### config.mk
export PLATFORM = sky130hd
export DESIGN_NAME = nexys_starship_break_gen
export DESIGN_NICKNAME = d
export VERILOG_FILES = /design/src/rtl/nexys_starship_break_gen.sv
export SDC_FILE = /design/constraint.sdc
export NUM_CORES = 1
export LEC_CHECK = 0
export BUFFER_PORTS_ARGS = -buffer_cell sky130_fd_sc_hd__buf_2
export CORE_ASPECT_RATIO = 1.2
export CORE_MARGIN = 4
export CORE_UTILIZATION = 30
export CTS_CLUSTER_DIAMETER = 100
export DETAILED_ROUTE_END_ITERATION = 8
export SLEW_MARGIN = 20
export SYNTH_ARGS = -nofsm -noshare
export SYNTH_HDL_FRONTEND = slang
export SYNTH_SLANG_ARGS = --single-unit
### constraint.sdc
create_clock -name Clk -period 2.7 [get_ports Clk]
set_input_delay 0.405 -clock Clk [delete_from_list [all_inputs] [get_ports Clk]]
set_output_delay 0.405 -clock Clk [all_outputs]
set_load 0.02 [all_outputs]
### src/rtl/nexys_starship_break_gen.sv
// nexys_starship_break_gen
// Random fault scheduler for the four subsystem repair FSMs (top/bottom/left/right).
// A free-running Galois LFSR picks the delay until the next break, the subsystem
// to break and the repair code. A prescaler turns Clk into game ticks, and a
// difficulty level shortens the random part of the delay as play goes on.
// Optional debug feature: define FORCE_BREAK_EN to add the force_break input,
// which jumps straight from COUNT to FIRE.

module nexys_starship_break_gen #(
    parameter int unsigned TICK_DIV     = 100_000_000,
    parameter int unsigned MIN_INTERVAL = 3,
    parameter int unsigned LEVEL_TICKS  = 20,
    parameter logic [15:0] LFSR_SEED    = 16'hACE1
) (
    input  logic       Clk,
    input  logic       Reset,
    input  logic       play_flag,
    input  logic       gameover_ctrl,
    input  logic       top_broken,
    input  logic       bottom_broken,
    input  logic       left_broken,
    input  logic       right_broken,
`ifdef FORCE_BREAK_EN
    input  logic       force_break,
`endif
    output logic       TR_random,
    output logic       BR_random,
    output logic       LR_random,
    output logic       RR_random,
    output logic [3:0] random_hex,
    output logic [1:0] level,
    output logic       q_BG_Idle,
    output logic       q_BG_Load,
    output logic       q_BG_Count,
    output logic       q_BG_Fire
);

    localparam int unsigned PRESC_W = (TICK_DIV > 1) ? $clog2(TICK_DIV) : 1;
    localparam int unsigned LCNT_W  = (LEVEL_TICKS > 1) ? $clog2(LEVEL_TICKS) : 1;
    localparam int unsigned IV_W    = 5;

    localparam logic [PRESC_W-1:0] PRESC_MAX = PRESC_W'(TICK_DIV - 1);
    localparam logic [LCNT_W-1:0]  LCNT_MAX  = LCNT_W'(LEVEL_TICKS - 1);
    localparam logic [IV_W-1:0]    MIN_IV    = IV_W'(MIN_INTERVAL);
    localparam logic [15:0]        LFSR_POLY = 16'hB400;
    // An all-zero seed would lock the LFSR, so it is replaced by 1.
    localparam logic [15:0]        SEED_EFF  = (LFSR_SEED == 16'h0000) ? 16'h0001 : LFSR_SEED;

    // One-hot encoding so each state flag is a flop bit of the state register.
    typedef enum logic [3:0] {
        S_IDLE  = 4'b0001,
        S_LOAD  = 4'b0010,
        S_COUNT = 4'b0100,
        S_FIRE  = 4'b1000
    } state_t;

    state_t              state;
    logic [15:0]         lfsr;
    logic [15:0]         lfsr_next_c;
    logic [PRESC_W-1:0]  presc;
    logic                tick_c;
    logic [LCNT_W-1:0]   lcnt;
    logic [IV_W-1:0]     interval;
    logic [3:0]          shifted_c;
    logic [IV_W-1:0]     load_sum_c;
    logic [IV_W-1:0]     load_iv_c;
    logic [3:0]          broken_c;
    logic [1:0]          target_c;
    logic [1:0]          cand_c;
    logic [1:0]          pick_c;
    logic                found_c;
    logic [3:0]          brk_pulse;
    logic                force_c;

`ifdef FORCE_BREAK_EN
    assign force_c = force_break;
`else
    assign force_c = 1'b0;
`endif

    assign q_BG_Idle  = state[0];
    assign q_BG_Load  = state[1];
    assign q_BG_Count = state[2];
    assign q_BG_Fire  = state[3];

    assign TR_random = brk_pulse[0];
    assign BR_random = brk_pulse[1];
    assign LR_random = brk_pulse[2];
    assign RR_random = brk_pulse[3];

    // Galois right-shift step of the LFSR.
    assign lfsr_next_c = {1'b0, lfsr[15:1]} ^ (lfsr[0] ? LFSR_POLY : 16'h0000);

    // Free-running LFSR; only Reset stops it.
    always_ff @(posedge Clk) begin
        if (Reset) begin
            lfsr <= SEED_EFF;
        end else begin
            lfsr <= lfsr_next_c;
        end
    end

    // Game tick: one cycle per prescaler wrap, never while idle.
    assign tick_c = (state != S_IDLE) && (presc == PRESC_MAX);

    // Prescaler runs in LOAD/COUNT/FIRE and restarts from 0 on each new game.
    always_ff @(posedge Clk) begin
        if (Reset) begin
            presc <= '0;
        end else if (gameover_ctrl || (state == S_IDLE)) begin
            presc <= '0;
        end else if (presc == PRESC_MAX) begin
            presc <= '0;
        end else begin
            presc <= presc + PRESC_W'(1);
        end
    end

    // Next interval: the random part shrinks as the level rises; never 0.
    assign shifted_c  = lfsr[3:0] >> level;
    assign load_sum_c = MIN_IV + {1'b0, shifted_c};
    assign load_iv_c  = (load_sum_c == '0) ? IV_W'(1) : load_sum_c;

    // Victim selection: first unbroken index starting at the random target.
    assign broken_c = {right_broken, left_broken, bottom_broken, top_broken};
    assign target_c = lfsr[5:4];

    always_comb begin
        found_c = 1'b0;
        pick_c  = 2'd0;
        cand_c  = 2'd0;
        // Walk backwards so the smallest offset from the target wins.
        for (int k = 3; k >= 0; k--) begin
            cand_c = target_c + 2'(k);
            if (!broken_c[cand_c]) begin
                found_c = 1'b1;
                pick_c  = cand_c;
            end
        end
    end

    // Scheduler FSM with registered pulses, repair code and level.
    always_ff @(posedge Clk) begin
        if (Reset) begin
            state      <= S_IDLE;
            brk_pulse  <= 4'b0000;
            random_hex <= 4'h0;
            level      <= 2'd0;
            lcnt       <= '0;
            interval   <= '0;
        end else begin
            brk_pulse <= 4'b0000;
            if (gameover_ctrl) begin
                // Game over wins over everything, including a pending break.
                state <= S_IDLE;
                level <= 2'd0;
                lcnt  <= '0;
            end else begin
                case (state)
                    S_IDLE: begin
                        level <= 2'd0;
                        lcnt  <= '0;
                        if (play_flag) begin
                            state <= S_LOAD;
                        end
                    end
                    S_LOAD: begin
                        interval <= load_iv_c;
                        state    <= S_COUNT;
                    end
                    S_COUNT: begin
                        // Difficulty only advances on ticks spent waiting here.
                        if (tick_c) begin
                            if (lcnt == LCNT_MAX) begin
                                lcnt <= '0;
                                if (level != 2'd3) begin
                                    level <= level + 2'd1;
                                end
                            end else begin
                                lcnt <= lcnt + LCNT_W'(1);
                            end
                        end
                        if (force_c) begin
                            state <= S_FIRE;
                        end else if (tick_c) begin
                            if (interval <= IV_W'(1)) begin
                                state <= S_FIRE;
                            end else begin
                                interval <= interval - IV_W'(1);
                            end
                        end
                    end
                    S_FIRE: begin
                        // With everything broken, wait here and rescan each cycle.
                        if (found_c) begin
                            brk_pulse  <= 4'b0001 << pick_c;
                            random_hex <= lfsr[11:8];
                            state      <= S_LOAD;
                        end
                    end
                    default: begin
                        state <= S_IDLE;
                    end
                endcase
            end
        end
    end

endmodule
==> impl_metrics.json, run 1 <==
{
  "numCtsBuffers": 9,
  "cts_max_path_buffers": 2,
  "fin_crit_ps": 2370,
  "clock_tree.root_cell": "sky130_fd_sc_hd__clkbuf_16",
  "synth_nets": 392,
  "clkLatencyLatePin_ps": 330,
  "timing.critical_path.to_type": "register",
  "grt_pass1_vias": 2652,
  "ys_types": 59,
  "layout-drive-gt1-share_pct": 16.0,
  "final_max_slew_viol_count": 0,
  "die_h_um": 123,
  "share_of_flip_flops_with_an_asynchronous_set_or_reset_after_synthesis_pct": 0,
  "portBuffers": 21,
  "worstSetupStartpointType": "register",
  "rows": 41,
  "static-leakage-power_nw": 1.34,
  "number_of_setup_buffers_added_after_cts": 0,
  "design_power_total_mw": 2.27,
  "antennaDiodeCount": 0,
  "finalHoldWorstSlack_ps": 366,
  "crit_path_max_fanout": 11,
  "fin_crit_sh_pct": 88.0,
  "drtAntennaViolNets": 0,
  "top_level_ports": 22,
  "met2WireLength_um": 3500,
  "routed-via-count": 2716,
  "netlist_area_um2": 3290,
  "placed_wire_length_estimate_um": 4950,
  "synthesis.yosys.warnings": 0,
  "syn2layout_area_growth_pct": 15.5,
  "antenna_found_initial": 0,
  "drv.max_cap_violation_count": 0,
  "fmaxAchievable_mhz": 421,
  "ys_seq_area_share_pct": 40.8,
  "drt-met1-wl_um": 3130,
  "most_frequent_cells_in_the_layout": "67 x sky130_fd_sc_hd__dfxtp_1, 49 x sky130_fd_sc_hd__nor2_1, 21 x sky130_fd_sc_hd__nand3_1, 21 x sky130_fd_sc_hd__buf_2, 19 x sky130_fd_sc_hd__nand2_1",
  "grt.overflow.total": 0,
  "top_layer_used": "met4",
  "worst_slew_pin_slew_ps": 647,
  "worstSetupPathType": "reg2reg",
  "cts_sinks": 67,
  "htree_num_levels": 3,
  "initial_utilization_pct": 31.0,
  "final_hold_viol_count": 0,
  "route.final.wire_length_um": 7030,
  "grt_usage_pct": 11.9,
  "clk_transition_reported_paths_ps": 60,
  "data_arrival_at_the_endpoint_of_the_critical_path_ps": 2600,
  "run_status": "complete, no violations",
  "power.density_cell_area_nw_per_um2": 598,
  "peakVddDrop_v": 0.000325,
  "cts.hold.buffers_added": 0,
  "grt_setup_unrepaired": "no",
  "route.detailed.wl_per_inst_um": 13.3,
  "max_slew_headroom_pct": 56.5,
  "fp.dieArea_um2": 12700,
  "drt_pass1_iterations": 4,
  "synth-main-ff-cell": "sky130_fd_sc_hd__dfxtp_1",
  "synth-seq-cells": 67,
  "setup-tns-final_ps": 0,
  "met3_wirelength_um": 261,
  "gpl.final_weighted_congestion": 0.832,
  "hold_path.class": "in2reg",
  "fin_worst_skew_ps": 5.94,
  "layout_commonest_cell": "sky130_fd_sc_hd__dfxtp_1",
  "timing.final.setup_violations": 0,
  "synth_edf_count": 0,
  "cts_resized": 0,
  "detail_route.drc_violations": 0,
  "critical_path_required_ps": 2930,
  "grt_start_max_net_pins": 28,
  "post_synth.cell_area_avg_um2": 8.72,
  "fp.dieW_um": 104,
  "core_area_um2": 10600,
  "layout.nets": 409,
  "grt_pass1_wl_um": 12400,
  "netlist_instances": 377,
  "clock_tree_from_tritoncts": "done",
  "detail_route.vias_per_cell": 5.14,
  "drtIter0Drc": 125
}
power breakdown:
group	total (mW)	internal, mW	switching (mW)
logic	0.0972	0.0421	0.0551
clock network	1.15	0.710	0.437
registers	1.03	1.01	0.0175
total	2.27	1.76	0.509
kinds of logic after synthesis:
family	after synthesis	synth area share, %
flip-flops	67	40.8
multiplexers	10	3.08
AND/OR/NAND/NOR	178	30.2
buffers and inverters	30	4.00
AO/OA/AOI/OAI	56	11.5
adder cells (fa/ha/maj)	7	2.66
XOR/XNOR	29	7.73
worst max-delay path: stages, from the launching register on:
cell and delay [ps]:
sky130_fd_sc_hd__dfxtp_1 550, sky130_fd_sc_hd__mux2i_1 160, sky130_fd_sc_hd__mux2i_1 250, sky130_fd_sc_hd__inv_1 70, sky130_fd_sc_hd__ha_1 260, sky130_fd_sc_hd__nor4b_1 360
sky130_fd_sc_hd__a221oi_1 130, sky130_fd_sc_hd__o21ai_0 110, sky130_fd_sc_hd__a31oi_1 120, sky130_fd_sc_hd__a2111oi_2 270
final cells by class:
| class | instances | area, um2 |
|---|---|---|
| multi-input cells | 280 | 1810 |
| inverters | 9 | 33.8 |
| repair buffers | 27 | 150 |
| clock inverters | 7 | 68.8 |
| flip-flops and latches | 67 | 1340 |
| well taps | 129 | 161 |
| clock buffers | 9 | 225 |
| fillers | 1095 | 6820 |
cell usage after synthesis (2+ instances only):
cell                        count  area share (%)
sky130_fd_sc_hd__xnor2_1       16             4.3
sky130_fd_sc_hd__nand2b_1       8             1.5
sky130_fd_sc_hd__nand3b_1       3            0.69
sky130_fd_sc_hd__a211oi_1       3            0.69
sky130_fd_sc_hd__nor3_1         9             1.4
sky130_fd_sc_hd__nor2_1        49             5.6
sky130_fd_sc_hd__or3b_1         2            0.53
sky130_fd_sc_hd__and4_1         2            0.53
sky130_fd_sc_hd__mux2i_1        9             2.7
sky130_fd_sc_hd__o22ai_1        2            0.38
sky130_fd_sc_hd__a21oi_1        9             1.4
sky130_fd_sc_hd__nand2_1       19             2.2
sky130_fd_sc_hd__a41oi_1        2            0.53
sky130_fd_sc_hd__xor2_1        13             3.5
sky130_fd_sc_hd__ha_1           7             2.7
sky130_fd_sc_hd__buf_4          3            0.69
sky130_fd_sc_hd__nor2b_1        9             1.7
sky130_fd_sc_hd__a31oi_1        5            0.95
sky130_fd_sc_hd__or3_1          3            0.57
sky130_fd_sc_hd__buf_2          6            0.91
sky130_fd_sc_hd__or4_1          3            0.69
sky130_fd_sc_hd__a221oi_1       3            0.80
sky130_fd_sc_hd__inv_1          9             1.0
sky130_fd_sc_hd__nand3_1       21             3.2
sky130_fd_sc_hd__and2_1         2            0.38
sky130_fd_sc_hd__a311oi_1       2            0.53
sky130_fd_sc_hd__nor3b_1        2            0.46
sky130_fd_sc_hd__o21ai_0       16             2.4
sky130_fd_sc_hd__and3_1        10             1.9
sky130_fd_sc_hd__or2_2          8             1.5
sky130_fd_sc_hd__o21a_1         3            0.69
sky130_fd_sc_hd__a2111oi_2      2            0.91
sky130_fd_sc_hd__clkbuf_1      11             1.3
sky130_fd_sc_hd__and4bb_2       2            0.76
sky130_fd_sc_hd__dfxtp_1       67              41
sky130_fd_sc_hd__nor4_1         2            0.38
sky130_fd_sc_hd__nor4b_2        2            0.91
sky130_fd_sc_hd__nand4_1       12             2.3
path summary, 6_finish.rpt:
path / startpoint / endpoint / slack [ps] / cells after the start
worst max-delay path: level[1] / interval[0] / 330 / 9
worst min-delay path: play_flag / state[1] / 370 / 3
worst max register to register: level[1] / interval[0] / 330 / 9
worst min register to register: lfsr[6] / lfsr[5] / 410 / 1
state kept, by name (all words and copies together), names as in the netlist:
register	flops
interval	5
level	2
lcnt	5
presc	27
state	4
brk_pulse	4
random_hex	4
lfsr	16
stage by stage:
stage,worst slack [ps],area [um2],util [%],instances
floorplan,396,3290,-,377
finish,325,3790,35.7,528
CTS,368,3790,35.7,528
global route,26.8,3790,35.7,528
detailed placement,372,3500,33.0,512
global placement,522,3500,33.0,512
routing by layer:
metal  track usage, %  vias up
li1                 -     1372
met3             3.05       10
met1             13.8     1287
met2             20.7       47
met5                0        -
met4             5.49        0
Note: power is estimated with default switching activity, not from simulation.
==> run 2: changes to the inputs <==
Settings changed: CORE_UTILIZATION 30 to 45.
==> impl_metrics.json, run 2 (synthesis results as in run 1) <==
{
  "grt.overflow.total": 0,
  "gpl.final_weighted_congestion": 0.816,
  "grt_pass1_vias": 2659,
  "timing.final.setup_violations": 0,
  "most_frequent_cells_in_the_layout": "67 x sky130_fd_sc_hd__dfxtp_1, 49 x sky130_fd_sc_hd__nor2_1, 21 x sky130_fd_sc_hd__nand3_1, 21 x sky130_fd_sc_hd__buf_2, 19 x sky130_fd_sc_hd__nand2_1",
  "antenna_found_initial": 0,
  "core_area_um2": 6980,
  "syn2layout_area_growth_pct": 12.9,
  "clk_transition_reported_paths_ps": 70,
  "drv.max_cap_violation_count": 0,
  "worst_slew_pin_slew_ps": 646,
  "fin_crit_ps": 2400,
  "setup-tns-final_ps": 0,
  "layout.nets": 412,
  "rows": 33,
  "power.density_cell_area_nw_per_um2": 577,
  "layout-drive-gt1-share_pct": 16.4,
  "design_power_total_mw": 2.14,
  "antennaDiodeCount": 0,
  "drt_pass1_iterations": 5,
  "fp.dieArea_um2": 8740,
  "cts.hold.buffers_added": 0,
  "top_level_ports": 22,
  "filler_cell_count": 660,
  "final_util_pct": 53.2,
  "grt_usage_pct": 17.1,
  "max_slew_headroom_pct": 56.9,
  "grt_start_max_net_pins": 28,
  "htree_num_levels": 3,
  "initial_utilization_pct": 47.1,
  "worstSetupPathType": "reg2reg",
  "cpMostUsedCell": "sky130_fd_sc_hd__inv_1",
  "critical_path_buf_inv_count": 2,
  "critical_path_required_ps": 2950,
  "routed-via-count": 2729,
  "crit_path_top_delay_cell": "sky130_fd_sc_hd__dfxtp_1",
  "fmaxAchievable_mhz": 416,
  "numCtsBuffers": 9,
  "peakVddDrop_v": 0.000435,
  "detail_route.drc_violations": 0,
  "route.final.wire_length_um": 6940,
  "layout_commonest_cell": "sky130_fd_sc_hd__dfxtp_1",
  "run_status": "complete, no violations",
  "cpPeakStageDelay_ps": 540,
  "clock_tree.root_cell": "sky130_fd_sc_hd__clkbuf_8",
  "reg.largest.list": "presc x27, lfsr x16",
  "die_h_um": 102,
  "portBuffers": 21,
  "cts_sinks": 67,
  "data_arrival_at_the_endpoint_of_the_critical_path_ps": 2650,
  "hold_path.class": "in2reg",
  "registers.top_by_ff_count": "presc",
  "cts_resized": 0,
  "cts_max_path_buffers": 2,
  "worstSetupStartpointType": "register",
  "grt_pass1_wl_um": 12000,
  "drtIter0Drc": 183,
  "crit_path_max_fanout": 10,
  "grt_setup_unrepaired": "no",
  "clock_tree_from_tritoncts": "done",
  "clkLatencyLatePin_ps": 350,
  "path_cells": "inv_1 > mux2i_1 > inv_1 > ha_1 > nor4b_1 > a221oi_1 > o21ai_0 > a31oi_1 > a2111oi_2",
  "final_max_slew_viol_count": 0,
  "fin_worst_skew_ps": 7.59,
  "fp.dieW_um": 86.0,
  "static-leakage-power_nw": 1.34,
  "crit_family": "compound AO/OA/AOI/OAI gates",
  "drtAntennaViolNets": 0,
  "route.detailed.wl_per_inst_um": 14.2,
  "final_hold_viol_count": 0,
  "fin_crit_sh_pct": 89.0,
  "number_of_setup_buffers_added_after_cts": 0,
  "largest_reg_flops": 27,
  "placed_wire_length_estimate_um": 4860,
  "detail_route.vias_per_cell": 5.58,
  "timing.critical_path.to_type": "register"
}
## run 2: tightest hold or removal path: stages
cell and delay (ps):
sky130_fd_sc_hd__buf_2 110, sky130_fd_sc_hd__nand2_1 70, sky130_fd_sc_hd__a21oi_1 60
## run 2: where the power goes
group	switching [mW]	internal (mW)	total, mW
Combinational	0.0573	0.0432	0.101
Clock	0.403	0.617	1.02
Sequential	0.0145	1.01	1.02
Total	0.475	1.67	2.14
## run 2: final timing paths
path / from / end / slack [ps] / cells after the start
worst max register to register: level[0] / interval[0] / 300 / 9
worst min-delay path: play_flag / state[3] / 340 / 3
worst min register to register: lfsr[7] / lfsr[6] / 410 / 1
worst max-delay path: level[0] / interval[0] / 300 / 9
## run 2: metrics by stage
step	hold WS, ps	instance area [um2]	worst slack (ps)	cells
after floorplan	389	3290	396	377
after global placement	392	3470	507	473
after detailed placement	393	3470	337	473
after CTS	329	3710	317	489
after global routing	344	3710	112	489
final	335	3710	296	489
## run 2: layer usage
metal  part of all wire, %  GRT usage [%]
met1                    46           20.0
met2                    47           28.9
met3                   3.7           3.82
met4                   3.2           9.62
met5                     0              0
## run 2: area by class of cell
type | count | area, um2 | share of cell area, %
flip-flops and latches | 67 | 1340 | 36.1
clock buffers | 10 | 128 | 3.44
well taps | 87 | 109 | 2.93
repair buffers | 30 | 173 | 4.65
inverters | 9 | 33.8 | 0.910
multi-input cells | 280 | 1810 | 48.9
clock inverters | 6 | 113 | 3.03
